$ cat src/rtl/imem_loader.sv
// -----------------------------------------------------------------------------
// imem_loader
// Receives a serial program image one byte at a time and writes it into the
// instruction memory as 32-bit little-endian words, holding the core in reset
// until a complete frame with a good checksum has been stored.
//
// Frame: LEN_LO, LEN_HI (16-bit word count N), 4*N payload bytes, checksum.
// The checksum is the XOR of every byte that precedes it.
//
// Ports
//   clk         clock, all state changes on the rising edge
//   rst_n       synchronous active-low reset
//   start       single-cycle pulse that opens a load session
//   byte_in     serial program byte
//   byte_valid  byte_in holds a valid byte
//   byte_ready  loader consumes byte_in this cycle (when byte_valid is high)
//   imem_we     one-cycle write strobe per assembled word
//   imem_addr   byte address of the word being written
//   imem_wdata  assembled instruction word
//   core_hold   keeps the core in reset; low only after a good load
//   done        load finished with a good checksum (level)
//   error       load aborted (oversize count or bad checksum, level)
// -----------------------------------------------------------------------------
module imem_loader #(
   parameter logic [31:0] BASE_ADDR = 32'h0000_0000,
   parameter int unsigned MAX_WORDS = 256
) (
   input  logic        clk,
   input  logic        rst_n,
   input  logic        start,
   input  logic [7:0]  byte_in,
   input  logic        byte_valid,
   output logic        byte_ready,
   output logic        imem_we,
   output logic [31:0] imem_addr,
   output logic [31:0] imem_wdata,
   output logic        core_hold,
   output logic        done,
   output logic        error
);

   typedef enum logic [2:0] {
      IDLE,
      LEN_LO,
      LEN_HI,
      DATA,
      CHECK,
      DONE,
      ERROR
   } state_t;

   state_t      state;
   state_t      state_next;

   logic [15:0] len;
   logic [15:0] word_idx;
   logic [1:0]  byte_idx;
   logic [23:0] word_buf;
   logic [7:0]  checksum;

   logic        accept;
   logic [15:0] len_word;
   logic        last_word;

   // Word count as it will look once LEN_HI is taken, so the oversize and
   // zero-length decisions can be made in the same cycle the byte arrives.
   assign len_word  = {byte_in, len[7:0]};
   assign last_word = (word_idx == (len - 16'd1));

   // State register; reset wins over everything else in the cycle.
   always_ff @(posedge clk) begin
      if (!rst_n) begin
         state <= IDLE;
      end else begin
         state <= state_next;
      end
   end

   // Next-state and status decode. Status outputs are pure functions of the
   // state, so they change exactly one cycle after the deciding byte.
   always_comb begin
      state_next = state;
      byte_ready = 1'b0;
      core_hold  = 1'b1;
      done       = 1'b0;
      error      = 1'b0;

      case (state)
         LEN_LO, LEN_HI, DATA, CHECK: byte_ready = 1'b1;
         default:                     byte_ready = 1'b0;
      endcase

      accept = byte_valid && byte_ready;

      case (state)
         IDLE: begin
            if (start) state_next = LEN_LO;
         end
         LEN_LO: begin
            if (accept) state_next = LEN_HI;
         end
         LEN_HI: begin
            if (accept) begin
               if (32'(len_word) > MAX_WORDS) state_next = ERROR;
               else if (len_word == 16'd0)    state_next = CHECK;
               else                           state_next = DATA;
            end
         end
         DATA: begin
            if (accept && (byte_idx == 2'd3) && last_word) state_next = CHECK;
         end
         CHECK: begin
            if (accept) state_next = (byte_in == checksum) ? DONE : ERROR;
         end
         DONE: begin
            core_hold = 1'b0;
            done      = 1'b1;
            if (start) state_next = LEN_LO;
         end
         ERROR: begin
            error = 1'b1;
            if (start) state_next = LEN_LO;
         end
         default: state_next = IDLE;
      endcase
   end

   // Datapath: length capture, running checksum, word assembly and the
   // memory write port. A session start clears the per-frame counters;
   // the write strobe is only ever high for the cycle after a 4th byte.
   always_ff @(posedge clk) begin
      if (!rst_n) begin
         len        <= 16'd0;
         word_idx   <= 16'd0;
         byte_idx   <= 2'd0;
         word_buf   <= 24'd0;
         checksum   <= 8'd0;
         imem_we    <= 1'b0;
         imem_addr  <= BASE_ADDR;
         imem_wdata <= 32'd0;
      end else begin
         imem_we <= 1'b0;

         if (((state == IDLE) || (state == DONE) || (state == ERROR)) && start) begin
            word_idx <= 16'd0;
            byte_idx <= 2'd0;
            checksum <= 8'd0;
         end

         if (accept) begin
            checksum <= checksum ^ byte_in;
            case (state)
               LEN_LO: len[7:0]  <= byte_in;
               LEN_HI: len[15:8] <= byte_in;
               DATA: begin
                  byte_idx <= byte_idx + 2'd1;
                  case (byte_idx)
                     2'd0: word_buf[7:0]   <= byte_in;
                     2'd1: word_buf[15:8]  <= byte_in;
                     2'd2: word_buf[23:16] <= byte_in;
                     default: begin
                        imem_we    <= 1'b1;
                        imem_addr  <= BASE_ADDR + {14'd0, word_idx, 2'b00};
                        imem_wdata <= {byte_in, word_buf};
                        word_idx   <= word_idx + 16'd1;
                     end
                  endcase
               end
               default: ;
            endcase
         end
      end
   end

endmodule

$ cat config.mk
export PLATFORM = sky130hd
export DESIGN_NAME = imem_loader
export DESIGN_NICKNAME = d
export VERILOG_FILES = /design/src/rtl/imem_loader.sv
export SDC_FILE = /design/constraint.sdc
export NUM_CORES = 1
export LEC_CHECK = 0
export ABC_AREA = 0
export BUFFER_PORTS_ARGS = -buffer_cell sky130_fd_sc_hd__buf_2
export CORE_MARGIN = 2
export CORE_UTILIZATION = 48
export DETAILED_ROUTE_END_ITERATION = 12
export PLACE_DENSITY_LB_ADDON = 0.25
export SLEW_MARGIN = 25
export SYNTH_ARGS = -nofsm -noshare
export SYNTH_HDL_FRONTEND = slang
export SYNTH_SLANG_ARGS = --single-unit
$ cat constraint.sdc
create_clock -name clk -period 3.93 [get_ports clk]
set_input_delay 0.5895 -clock clk [delete_from_list [all_inputs] [get_ports clk]]
set_output_delay 0.5895 -clock clk [all_outputs]
set_load 0.05 [all_outputs]
# --- After elaboration in Yosys (flattened, before gate mapping) ---
# Cells that the tools add are included.
classes:
  addsub: 3
  eq_ne: 16
  reduce_logical: 21
  bitwise: 2
  magnitude_cmp: 1
  mux: 23
op_table:
  columns: ["operator", "n"]
  rows:
  - ["two-way mux 16 bit", 4]
  - ["two-way mux 3 bit", 7]
  - ["adder 16 x 1 -> 16 bit, second input constant", 1]
  - ["== test 16 bit", 1]
  - ["greater-than comparator 16 x 9 -> 1 bit, second input constant", 1]
  - ["zero test 16 bit", 1]
  - ["two-way mux 8 bit", 2]
  - ["subtractor 16 x 1 -> 16 bit, second input constant", 1]
  - ["one-hot mux 3 bit (5 select lines)", 1]
  - ["AND reduction 3 bit", 5]
  - ["== test 3 bit, second input constant", 3]
  - ["== test 8 bit", 1]
  - ["two-way mux 2 bit", 4]
  - ["inequality test 2 bit, second input constant", 4]
  - ["bitwise XOR 8 bit", 1]
  - ["== test 3 x 2 -> 1 bit, second input constant", 2]
  - ["OR reduction 3 bit", 2]
  - ["two-way mux 1 bit", 5]
  - ["AND reduction 5 bit", 1]
  - ["== test 2 bit, second input constant", 2]
  - ["logical AND 1 bit", 4]
  - ["AND reduction 2 bit", 2]
  - ["OR reduction 4 bit", 1]
  - ["== test 3 x 1 -> 1 bit, second input constant", 1]
  - ["8 further kinds", 9]
totals:
  elab_cells: 78
  register_bits: 118
  in_bits: 12

# --- Depth between registers and ports, before layout ---
# Gate-level depths: netlist (run 1).
depth:
  ltp_word: 8
  ltp_mapped: 9
  ltp_nobuf: 8

# --- Least setup slack after synthesis (run 1) ---
# Ideal clock, no wire load.
synth_timing:
  path_type: "register to register"
  startpoint: "reg state[0]"
  endpoint: "reg state[2]"
  n_path_buf: 1
  setup_ns: 0.061
  stages_incl_launch_ff: 8
  arrival_ns: 2.557
  setup_slack_ns: 1.312
  t_required_ns: 3.869
  path_cell_list: "dfxtp_1 buf_2 nor2_1 xnor2_1 nand2_1 or4_1 nor4b_2 a32o_1"
synth_via:
  elab_chain_len: 8
  word_cells_on_any_way: 20
  cone_classes: "eq/ne (11); mux (2); reduce/logical (7)"
synth_rtl:
  columns: ["element", "line_no", "rtl"]
  rows:
  - ["start: declaration", "52", "state_t state;"]
  - ["start signal: assignment", "75", "state <= state_next;"]
  - ["== test 3 x 2 -> 1 bit (tied with other cells)", "88", "case (state)"]
  - ["OR reduction 4 bit *", "88", null]
  - ["two-way mux 1 bit *", "88", null]
  - ["via byte_ready", "33", "output logic byte_ready,"]
  - ["logical AND 1 bit *", "93", "accept = byte_valid && byte_ready;"]
  - ["logical AND 1 bit (2 in series)", "110", "if (accept && (byte_idx == 2'd3) && last_word) state_next = CHECK;"]
  - ["inequality test 2 bit (no line)", null, null]
  - ["AND reduction 5 bit (no line) *", null, null]
# The timed path passes the listed nets; every way through them passes the cells marked *.
# A chain may end at the register's enable or synchronous reset.

# --- Worst setup path after layout (run 1) ---
layout_timing:
  startpoint: "reg state[0]"
  endpoint: "reg state[2]"
layout_via:
  elab_chain_len: 8
  word_cells_on_any_way: 20
  cone_classes: "eq/ne (11); mux (2); reduce/logical (7)"
layout_rtl:
  columns: ["element", "line_no"]
  rows:
  - ["== test 3 x 2 -> 1 bit (tied with other cells)", "88, 95"]
  - ["OR reduction 4 bit", "88"]
  - ["two-way mux 1 bit", "88"]
  - ["logical AND 1 bit", "93"]
  - ["logical AND 1 bit (2 in series)", "110"]
  - ["inequality test 2 bit (no line)", null]
  - ["AND reduction 5 bit (no line)", null]
# Parallel ways exist; a longest one is shown, timed or not.

==> results of run 1 <==
==> metal layers <==
layer / routed length (um) / GRT usage
met5: 0 / 0
met2: 6670 / 0.376
met3: 756 / 0.0502
met1: 6360 / 0.291
met4: 233 / 0.0715
==> report_power, final <==
part	internal (uW)	total (uW)	switching (uW)
combinational	284	758	474
clock	1000	1530	528
sequential	1250	1340	93.8
==> worst max path at each step <==
stage          startpoint     endpoint  depth (start not counted)
2_1_floorplan    state[0]     state[2]                          7
3_3_place_gp   byte_valid  word_idx[4]                          8
3_5_place_dp   byte_valid  word_idx[4]                          8
4_1_cts          state[0]     state[1]                          6
5_1_grt          state[0]     state[1]                          6
6_report         state[0]     state[2]                          6
==> synth_stat cells, types with 3 or more instances <==
library cell                 n  area [um^2]
sky130_fd_sc_hd__nand2_1   177          664
sky130_fd_sc_hd__dfxtp_1   118         2360
sky130_fd_sc_hd__a21oi_1   104          521
sky130_fd_sc_hd__clkbuf_1   48          180
sky130_fd_sc_hd__nand3_1    37          185
sky130_fd_sc_hd__nor2_1     35          131
sky130_fd_sc_hd__xnor2_1    22          193
sky130_fd_sc_hd__o21ai_0    21          105
sky130_fd_sc_hd__xor2_1     18          158
sky130_fd_sc_hd__buf_4      17          128
sky130_fd_sc_hd__nor3_1     14         70.1
sky130_fd_sc_hd__nand4_1    11         68.8
sky130_fd_sc_hd__inv_1      10         37.5
sky130_fd_sc_hd__ha_1        7         87.6
sky130_fd_sc_hd__nand3b_1    7         52.6
sky130_fd_sc_hd__a31oi_1     6         37.5
sky130_fd_sc_hd__and2_1      6         37.5
sky130_fd_sc_hd__buf_2       6         30.0
sky130_fd_sc_hd__nor2b_1     5         31.3
sky130_fd_sc_hd__a21o_1      4         30.0
sky130_fd_sc_hd__and3_1      3         18.8
sky130_fd_sc_hd__nor4_1      3         18.8
sky130_fd_sc_hd__or4_1       3         22.5
==> flip-flops by register name (all words and copies together) (netlist names) <==
register	flops
byte_idx	2
checksum	8
imem_addr	16
imem_wdata	32
imem_we	1
len	16
state	3
word_buf	24
word_idx	16
==> critical path: cells and delay by family, from the launching register on <==
kind	cells	cell delay [ps]
AOI/OAI and AO/OA	1	230
xor gates and xnor gates	1	220
DFF	1	670
and+or+nand+nor	4	1470
==> logic make-up after synthesis <==
kind of cell / after synthesis / synth area share
xor gates and xnor gates: 40 / 0.0625
buffers and inverters: 85 / 0.0710
muxes: 3 / 0.00580
AOI/OAI and AO/OA: 157 / 0.157
and+or+nand+nor: 319 / 0.264
other: 1 / 0.000669
adders and majority gates: 8 / 0.0174
DFF: 118 / 0.421
==> through the flow <==
step                utilization  cell area [um^2]  hold WS [ps]
floorplan                     -              5660           432
global placement          0.513              5860           440
detailed placement        0.513              5860           443
CTS                       0.564              6440           451
global route              0.564              6440           469
finish                    0.564              6440           447
==> layout make-up <==
class	count	area, um^2
well taps	143	179
multi-input cells	543	2910
flip-flops and latches	118	2360
fillers	1089	4980
clock inverters	10	130
inverters	11	41.3
clock buffers	21	450
repair buffers	70	365
==> flow_summary.json, run 1 <==
{
  "worstHoldPathCells": 2,
  "p_per_area_nw_per_um2": 565,
  "clockRootBuffer": "sky130_fd_sc_hd__clkbuf_16",
  "final_common_cell": "sky130_fd_sc_hd__nand2_1",
  "yosysWarningCount": 0,
  "hpwlAfterDp_mm": 9.46,
  "maxCapViolations": 0,
  "grt_pass1_vias": 4662,
  "crit_arrival_ps": 2990,
  "outcome": "finished, final reports clean",
  "port_buffers": 64,
  "worst-r2r-cell-count": 6,
  "clk_latency_ps": 400,
  "syn_inst": 731,
  "coreArea_um2": 11400,
  "final_max_slew_viol_count": 0,
  "timing.rr.start": "state[0]",
  "cpMaxStageDelayCell": "sky130_fd_sc_hd__dfxtp_1",
  "grt_start_max_net_pins": 42,
  "drive_gt1_frac": 0.141,
  "routed_via_density": 5.49,
  "slew-limit-headroom": 0.494,
  "final-setup-viol-count": 0,
  "peakVddDrop_v": 0.000447,
  "area.growth.synth_to_final_pct": 14.8,
  "yosysSeqAreaShare": 0.421,
  "tritoncts_num_sinks": 118,
  "std_cell_rows": 39,
  "p_leak_uw": 0.00244,
  "gr-usage-all-layers": 0.225,
  "worstSetupEndpointType": "flop",
  "final_clock_period_utilization_by_the_worst_path": 0.675,
  "timing.critical_path.cells": "nor2_1 -> xnor2_1 -> nand2_1 -> or4_1 -> nor4b_2 -> a32o_1",
  "ant_nets": 0,
  "drt-wirelength-per-cell_um": 15.3,
  "critical_path.reg2reg.endpoint": "state[2]",
  "cts_buffers": 17,
  "report.final.hold_viol_count": 0,
  "design.die.area_um2": 12600,
  "tightestPinTransition_ps": 754,
  "worst_slack_ps": 1280,
  "worstPathMaxFanout": 17,
  "grt_pass1_wl_mm": 23.0,
  "grt_antenna_before_repair": 0,
  "drtIter0Drc": 337,
  "hold_start": "imem_addr[15]",
  "synth.lib_cells_used.distinct": 65,
  "crit_type": "flop to flop",
  "async_reset_ff_frac": 0,
  "layout.nets": 780,
  "ctsHtreeMaxLevel": 4,
  "finalCriticalPeriod_ps": 2650,
  "dpl.cell_count": 885,
  "synth-main-ff-cell": "sky130_fd_sc_hd__dfxtp_1",
  "holdBufCountCts": 0,
  "overflow": 0,
  "cts_tree": "done",
  "die_extent_in_y_um": 112,
  "synth-seq-cells": 118,
  "tns_ps": 0,
  "detail_route.drc_violations": 0,
  "fin_total_pwr_uw": 3630,
  "fp.dieW_um": 112,
  "fin_worst_skew_ps": 6.09,
  "worstHoldEndpoint": "imem_addr[15]",
  "gp_congestion": 0.875,
  "post_synth_instance_area_um2": 5610,
  "diodes": 0,
  "endpoint_required_time_on_the_critical_path_ps": 4270,
  "delay_contributed_by_the_slowest_stage_of_the_critical_path_ps": 670,
  "drt-pass1-iter-count": 5,
  "fmax_mhz": 377,
  "postRouteWirelength_mm": 14.0,
  "initial_core_util": 0.491,
  "r2r_slack_ps": 1280,
  "number_of_enable_flip_flop_cells_after_synthesis": 0,
  "top_level_ports": 81,
  "worst_hold_path_type": "flop to flop",
  "final-instance-count-excl-fill": 916,
  "post_cts.repair.setup_buffers": 0,
  "max-clock-path-buffers": 2,
  "timing.critical_path.from_type": "flop",
  "cts_resized": 0,
  "vias": 5033,
  "cts.reportedPaths.clkPinSlew_ps": 50,
  "setup_repair_after_global_routing_missed_its_margin": "no",
  "postSynthAreaPerCell_um2": 7.67,
  "highest_count_cells_in_the_layout_ignoring_fill_and_taps": "sky130_fd_sc_hd__nand2_1, sky130_fd_sc_hd__dfxtp_1, sky130_fd_sc_hd__a21oi_1",
  "place_worst_setup_slack_ps": 1330
}
Power figures use the tool's default switching activity.
==> inputs of run 2 (changes only) <==
clock period = 2.66 ns   (was 3.93 ns; I/O delays follow)
==> run 2 against run 1 <==
  * Fmax is 7.6% higher
  * Core utilization is 0.59 points higher
  * Hold slack worse by 140 ps
  * Setup slack worse by 1100 ps
  * Critical path depth stayed put
  * Clock power is 56% higher
  * Clock skew is 5.4 ps higher
  * Critical path type unchanged
  * Largest cell class unchanged
==> flow_summary.json, run 2 (same netlist as run 1, synthesis figures left out) <==
{
  "slew-limit-headroom": 0.638,
  "outcome": "finished, final reports clean",
  "final_max_slew_viol_count": 0,
  "delay_contributed_by_the_slowest_stage_of_the_critical_path_ps": 540,
  "grt_pass1_vias": 4679,
  "r2r_slack_ps": 190,
  "hpwlAfterDp_mm": 9.45,
  "initial_core_util": 0.491,
  "drt-wirelength-per-cell_um": 15.3,
  "regMostFlops": "imem_wdata",
  "overflow": 0,
  "setup_repair_after_global_routing_missed_its_margin": "no",
  "ant_nets": 0,
  "gr-usage-all-layers": 0.226,
  "peakVddDrop_v": 0.000512,
  "design.die.area_um2": 12600,
  "final_common_cell": "sky130_fd_sc_hd__nand2_1",
  "grt_antenna_before_repair": 0,
  "gp_congestion": 0.895,
  "finalCriticalPeriod_ps": 2470,
  "power.share.combinational": 0.207,
  "gr-usage-met1": 0.281,
  "cts_tree": "done",
  "drive_gt1_frac": 0.146,
  "grt_start_max_net_pins": 91,
  "dpl.cell_count": 887,
  "max-clock-path-buffers": 2,
  "report.final.hold_viol_count": 0,
  "ctsHtreeMaxLevel": 4,
  "post-route-util": 0.570,
  "timing.critical_path.cells": "nor4_1 -> nand3_1 -> xnor2_1 -> or4_1 -> nor4b_2 -> a32o_1",
  "multiInputGateArea_um2": 2910,
  "largest_reg_flops": 32,
  "drt-pass1-iter-count": 6,
  "diodes": 0,
  "fin_worst_skew_ps": 11.5,
  "crit_type": "flop to flop",
  "vias": 5027,
  "fill_cells": 1061,
  "fin_total_pwr_uw": 5510,
  "clock_power_share": 0.433,
  "maxCapViolations": 0,
  "worstPathMaxFanout": 8,
  "power_switching_share": 0.292,
  "internal-power_uw": 3900,
  "detail_route.drc_violations": 0,
  "clk_latency_ps": 420,
  "sequentialPowerShare": 0.360,
  "grt_util_met3": 0.0648,
  "gr-max-usage-layer": "met2",
  "area.growth.synth_to_final_pct": 16.0,
  "highest_count_cells_in_the_layout_ignoring_fill_and_taps": "sky130_fd_sc_hd__nand2_1, sky130_fd_sc_hd__dfxtp_1, sky130_fd_sc_hd__a21oi_1",
  "worst_hold_path_type": "primary input to flop",
  "fp.dieW_um": 112,
  "m2_gr_usage": 0.373,
  "die_extent_in_y_um": 112,
  "endpoint_required_time_on_the_critical_path_ps": 3020,
  "port_buffers": 64,
  "routed_via_density": 5.49,
  "top_level_ports": 81,
  "fmax_mhz": 406,
  "p_per_area_nw_per_um2": 848,
  "post_cts.repair.setup_buffers": 0,
  "cpMaxStageDelayCell": "sky130_fd_sc_hd__or4_1",
  "p_leak_uw": 0.00248,
  "postRouteWirelength_mm": 14.0,
  "worstSetupEndpointType": "flop",
  "tritoncts_num_sinks": 118,
  "clockRootBuffer": "sky130_fd_sc_hd__clkbuf_16",
  "final-setup-viol-count": 0,
  "layout.nets": 782,
  "final_clock_period_utilization_by_the_worst_path": 0.927,
  "sequential_cell_area_um2": 2360,
  "timing.critical_path.from_type": "flop",
  "std_cell_rows": 39,
  "coreArea_um2": 11400,
  "grt_pass1_wl_mm": 22.8,
  "crit_arrival_ps": 2820,
  "total_switching_power_uw": 1610,
  "tns_ps": 0,
  "final-instance-count-excl-fill": 916,
  "cts.reportedPaths.clkPinSlew_ps": 50,
  "cts_buffers": 17,
  "largest_registers": "imem_wdata: 32 flops, word_buf: 24 flops",
  "tightestPinTransition_ps": 543,
  "drtIter0Drc": 369
}
==> run 2: final cells by class <==
cell class / instances / share of cell area
multi-input cells: 543 / 0.447
inverters: 11 / 0.00635
well taps: 143 / 0.0275
clock buffers: 20 / 0.0718
flip-flops and latches: 118 / 0.363
clock inverters: 9 / 0.0233
repair buffers: 72 / 0.0604
==> run 2: per-stage QoR <==
step | instance area [um^2] | hold slack, ps | worst slack, ps
6_report | 6500 | 310 | 195
3_3_place_gp | 5880 | 441 | 274
4_1_cts | 6500 | 297 | 122
5_1_grt | 6500 | 302 | 72.8
3_5_place_dp | 5880 | 444 | 146
2_1_floorplan | 5660 | 432 | 42.1
==> run 2: path summary, 6_finish.rpt <==
path / from / end / depth (start not counted)
worst max-delay path: len[2] / state[2] / 6
worst min-delay path: rst_n / word_idx[10] / 2
worst max register to register: len[2] / state[2] / 6
worst min register to register: imem_addr[4] / imem_addr[4] / 2
==> run 2: power groups by stage <==
stage / clock network, uW / logic (uW) / registers, uW
6_report: 2390 / 1140 / 1980
5_1_grt: 2510 / 1250 / 2000
4_1_cts: 2420 / 1130 / 1980
3_5_place_dp: 0 / 1130 / 2020
3_3_place_gp: 0 / 1100 / 2010
2_1_floorplan: 0 / 988 / 1940
==> run 2: what timing repair did <==
item | CTS | global route
gates resized for setup | 0 | 1
hold buffers | 0 | 0
endpoints found under the setup margin | 0 | 1
==> run 2: metal layers <==
metal  vias to the layer above  part of all wire
met5                         -                 0
met3                        33             0.061
li1                       2508                 -
met4                         0             0.023
met2                       174              0.49
met1                      2312              0.43
==> run 2: critical path: cells and delay by family (launching register included) <==
kind,cells,cell delay [ps]
xor gates and xnor gates,1,160
and+or+nand+nor,4,1630
DFF,1,380
AOI/OAI and AO/OA,1,250
==> inputs of run 3 (changes only) <==
ABC_AREA = 1   (was 0)
==> run 3 against run 2 <==
  * Fmax increased by 6.1%
  * Power increased by 4.3%
  * Final area decreased by 2.8%
  * Wire length decreased by 6.5%
  * Critical path type is now flop to output pin
  * Setup slack improved by 140 ps
  * Via count decreased by 1.4%
  * Highest routed layer unchanged
  * Register-to-register slack improved by 310 ps
  * Sequential power about the same
  * Die area decreased by 4.1%
  * Combinational power increased by 30%
  * Hold slack got worse by 94 ps
  * Critical path depth increased by 1
==> flow_summary.json, run 3 <==
{
  "sequentialPowerShare": 0.346,
  "power.share.combinational": 0.258,
  "regMostFlops": "imem_wdata",
  "cts_buffers": 17,
  "final-instance-count-excl-fill": 942,
  "synth_top_cell_area_share": 0.440,
  "final_clock_period_utilization_by_the_worst_path": 0.874,
  "yosysSeqAreaShare": 0.440,
  "synth.lib_cells_used.distinct": 39,
  "fin_worst_skew_ps": 14.6,
  "top_level_ports": 81,
  "p_leak_uw": 0.00282,
  "final_common_cell": "sky130_fd_sc_hd__dfxtp_1",
  "grt_start_max_net_pins": 88,
  "p_per_area_nw_per_um2": 910,
  "drt-pass1-iter-count": 5,
  "post_cts.repair.setup_buffers": 0,
  "critical-path-top-cell-by-count": "sky130_fd_sc_hd__inv_1",
  "synth_area_leader_cell": "sky130_fd_sc_hd__dfxtp_1",
  "synth-seq-cells": 118,
  "synth.most_common_cell": "sky130_fd_sc_hd__dfxtp_1",
  "port_buffers": 64,
  "std_cell_rows": 38,
  "fp.dieW_um": 110,
  "yosysWarningCount": 0,
  "total_switching_power_uw": 1920,
  "place_worst_setup_slack_ps": 579,
  "dpl.cell_count": 910,
  "ant_nets": 0,
  "cts_tree": "done",
  "post_synth_instance_area_um2": 5370,
  "timing.critical_path.cells": "inv_1 -> nor2_1 -> nand2_1 -> nand2_2 -> nor2_2 -> inv_1 -> buf_2",
  "clock_power_share": 0.396,
  "path_delay_family": "buffers and inverters",
  "design.die.area_um2": 12000,
  "highest_count_cells_in_the_layout_ignoring_fill_and_taps": "sky130_fd_sc_hd__dfxtp_1, sky130_fd_sc_hd__nand2_1, sky130_fd_sc_hd__nor2_1",
  "async_reset_ff_frac": 0,
  "syn_inst": 732,
  "setup_repair_after_global_routing_missed_its_margin": "no",
  "worstSetupEndpointType": "output pin",
  "drtIter0Drc": 330,
  "coreArea_um2": 10900,
  "power_switching_share": 0.334,
  "grt_pass1_wl_mm": 21.3,
  "initial_core_util": 0.493,
  "grt_pass1_vias": 4525,
  "report.final.hold_viol_count": 0,
  "timing.critical_path.from_type": "flop",
  "synth-main-ff-cell": "sky130_fd_sc_hd__dfxtp_1",
  "detail_route.drc_violations": 0,
  "delay_contributed_by_the_slowest_stage_of_the_critical_path_ps": 420,
  "tns_ps": 0,
  "overflow": 0,
  "finalCriticalPeriod_ps": 2320,
  "largest_registers": "imem_wdata: 32 flops, word_buf: 24 flops",
  "diodes": 0,
  "hpwlAfterDp_mm": 8.99,
  "layout.nets": 808,
  "vias": 4958,
  "gr-usage-all-layers": 0.229,
  "slew-limit-headroom": 0.479,
  "whs_ps": 216,
  "drt-wirelength-per-cell_um": 13.9,
  "crit_type": "flop to output pin",
  "final_max_slew_viol_count": 0,
  "area.growth.synth_to_final_pct": 17.8,
  "cts_resized": 0,
  "clockRootBuffer": "sky130_fd_sc_hd__clkbuf_8",
  "ctsHtreeMaxLevel": 4,
  "largest_reg_flops": 32,
  "internal-power_uw": 3830,
  "peakVddDrop_v": 0.000570,
  "drive_gt1_frac": 0.158,
  "gp_congestion": 0.960,
  "tritoncts_num_sinks": 118,
  "outcome": "finished, final reports clean",
  "die_extent_in_y_um": 110,
  "cpMaxStageDelayCell": "sky130_fd_sc_hd__dfxtp_1",
  "worstHoldPathCells": 3,
  "worst_hold_path_type": "primary input to flop",
  "cts.reportedPaths.clkPinSlew_ps": 60,
  "endpoint_required_time_on_the_critical_path_ps": 2260,
  "worst_slack_ps": 336,
  "fmax_mhz": 430,
  "final-setup-viol-count": 0,
  "postSynthAreaPerCell_um2": 7.33,
  "holdBufCountCts": 0,
  "crit_arrival_ps": 1920,
  "worst-r2r-cell-count": 15,
  "number_of_enable_flip_flop_cells_after_synthesis": 0,
  "postRouteWirelength_mm": 13.1,
  "clk_latency_ps": 520,
  "fill_cells": 1014,
  "critical_path_cell_count": 7,
  "maxCapViolations": 0,
  "worstPathBufferInverterCount": 3,
  "worstPathMaxFanout": 5,
  "synth.top_cells.by_area": "sky130_fd_sc_hd__dfxtp_1, sky130_fd_sc_hd__o21ai_0, sky130_fd_sc_hd__nand2_1, sky130_fd_sc_hd__a21oi_1, sky130_fd_sc_hd__nor2_1",
  "synthTopCellsByCount": "sky130_fd_sc_hd__dfxtp_1, sky130_fd_sc_hd__nand2_1, sky130_fd_sc_hd__nor2_1, sky130_fd_sc_hd__o21ai_0, sky130_fd_sc_hd__a21oi_1",
  "grt_antenna_before_repair": 0,
  "max-clock-path-buffers": 2,
  "routed_via_density": 5.26,
  "tightestPinTransition_ps": 779
}
[run 3: cell count changes after synthesis, sizes merged, moves of 6 or more]
| cell | previous run | this run |
|---|---|---|
| and2 | 7 | 0 |
| clkbuf | 48 | 26 |
| xor2 | 18 | 5 |
| nand4 | 11 | 3 |
| nand2 | 177 | 118 |
| inv | 11 | 60 |
| xnor2 | 22 | 13 |
| nand3 | 37 | 31 |
| a21oi | 104 | 82 |
| nor2 | 35 | 112 |
| o21ai | 22 | 92 |
[run 3: power groups by stage]
stage	clock (uW)	sequential (uW)	combinational, uW
floorplan	0	1990	1200
global placement	0	2020	1430
detailed placement	0	2020	1460
CTS	2300	1980	1470
global route	2390	2000	1700
finish	2280	1990	1480
[run 3: worst reg2reg max path, stage by stage, from the launching register on]
cell	delay, ps
sky130_fd_sc_hd__dfxtp_1	330
sky130_fd_sc_hd__inv_1	120
sky130_fd_sc_hd__ha_1	280
sky130_fd_sc_hd__nand2_1	130
sky130_fd_sc_hd__nor2_1	300
sky130_fd_sc_hd__nand3b_1	110
sky130_fd_sc_hd__nand2_1	70
sky130_fd_sc_hd__nand2_1	50
sky130_fd_sc_hd__inv_1	50
sky130_fd_sc_hd__nand3_1	60
sky130_fd_sc_hd__nor2_1	130
sky130_fd_sc_hd__nand2_1	90
sky130_fd_sc_hd__nand2_2	120
sky130_fd_sc_hd__nand3_1	100
sky130_fd_sc_hd__nand2_1	70
sky130_fd_sc_hd__nor2_1	40
[run 3: area by class of cell]
cell class | instances | area, um^2 | area share
multi-input cells | 519 | 2580 | 0.408
flip-flops and latches | 118 | 2360 | 0.374
clock buffers | 20 | 445 | 0.0705
repair buffers | 72 | 380 | 0.0602
inverters | 61 | 229 | 0.0362
well taps | 140 | 175 | 0.0277
clock inverters | 12 | 151 | 0.0240
[run 3: stage by stage]
step	area, um^2	util	total power [uW]
detailed placement	5720	0.526	3480
finish	6320	0.581	5750
floorplan	5420	-	3190
global placement	5720	0.526	3450
CTS	6320	0.581	5760
global route	6320	0.581	6090
[run 3: final timing paths]
check	start	endpoint	slack, ps
setup / recovery	state[0]	byte_ready	340
hold / removal	byte_valid	checksum[4]	220
setup reg to reg	len[0]	state[0]	500
hold reg to reg	imem_addr[13]	imem_addr[13]	460
[run 3: cells by family (layout without fill, tap and decap cells)]
kind of cell | count (synthesis) | count (layout) | share of synthesized area
DFF | 118 | 118 | 0.440
and+or+nand+nor | 285 | 285 | 0.231
AOI/OAI and AO/OA | 193 | 193 | 0.192
other | 1 | 16 | 0.000699
adders and majority gates | 7 | 7 | 0.0163
xor gates and xnor gates | 18 | 18 | 0.0294
buffers and inverters | 110 | 165 | 0.0902
[run 3: routing by layer]
layer | part of all wire | vias to the layer above | GRT usage
li1 | - | 2497 | -
met1 | 0.45 | 2293 | 0.289
met2 | 0.47 | 145 | 0.376
met3 | 0.052 | 23 | 0.0480
met4 | 0.024 | 0 | 0.101
met5 | 0 | - | 0
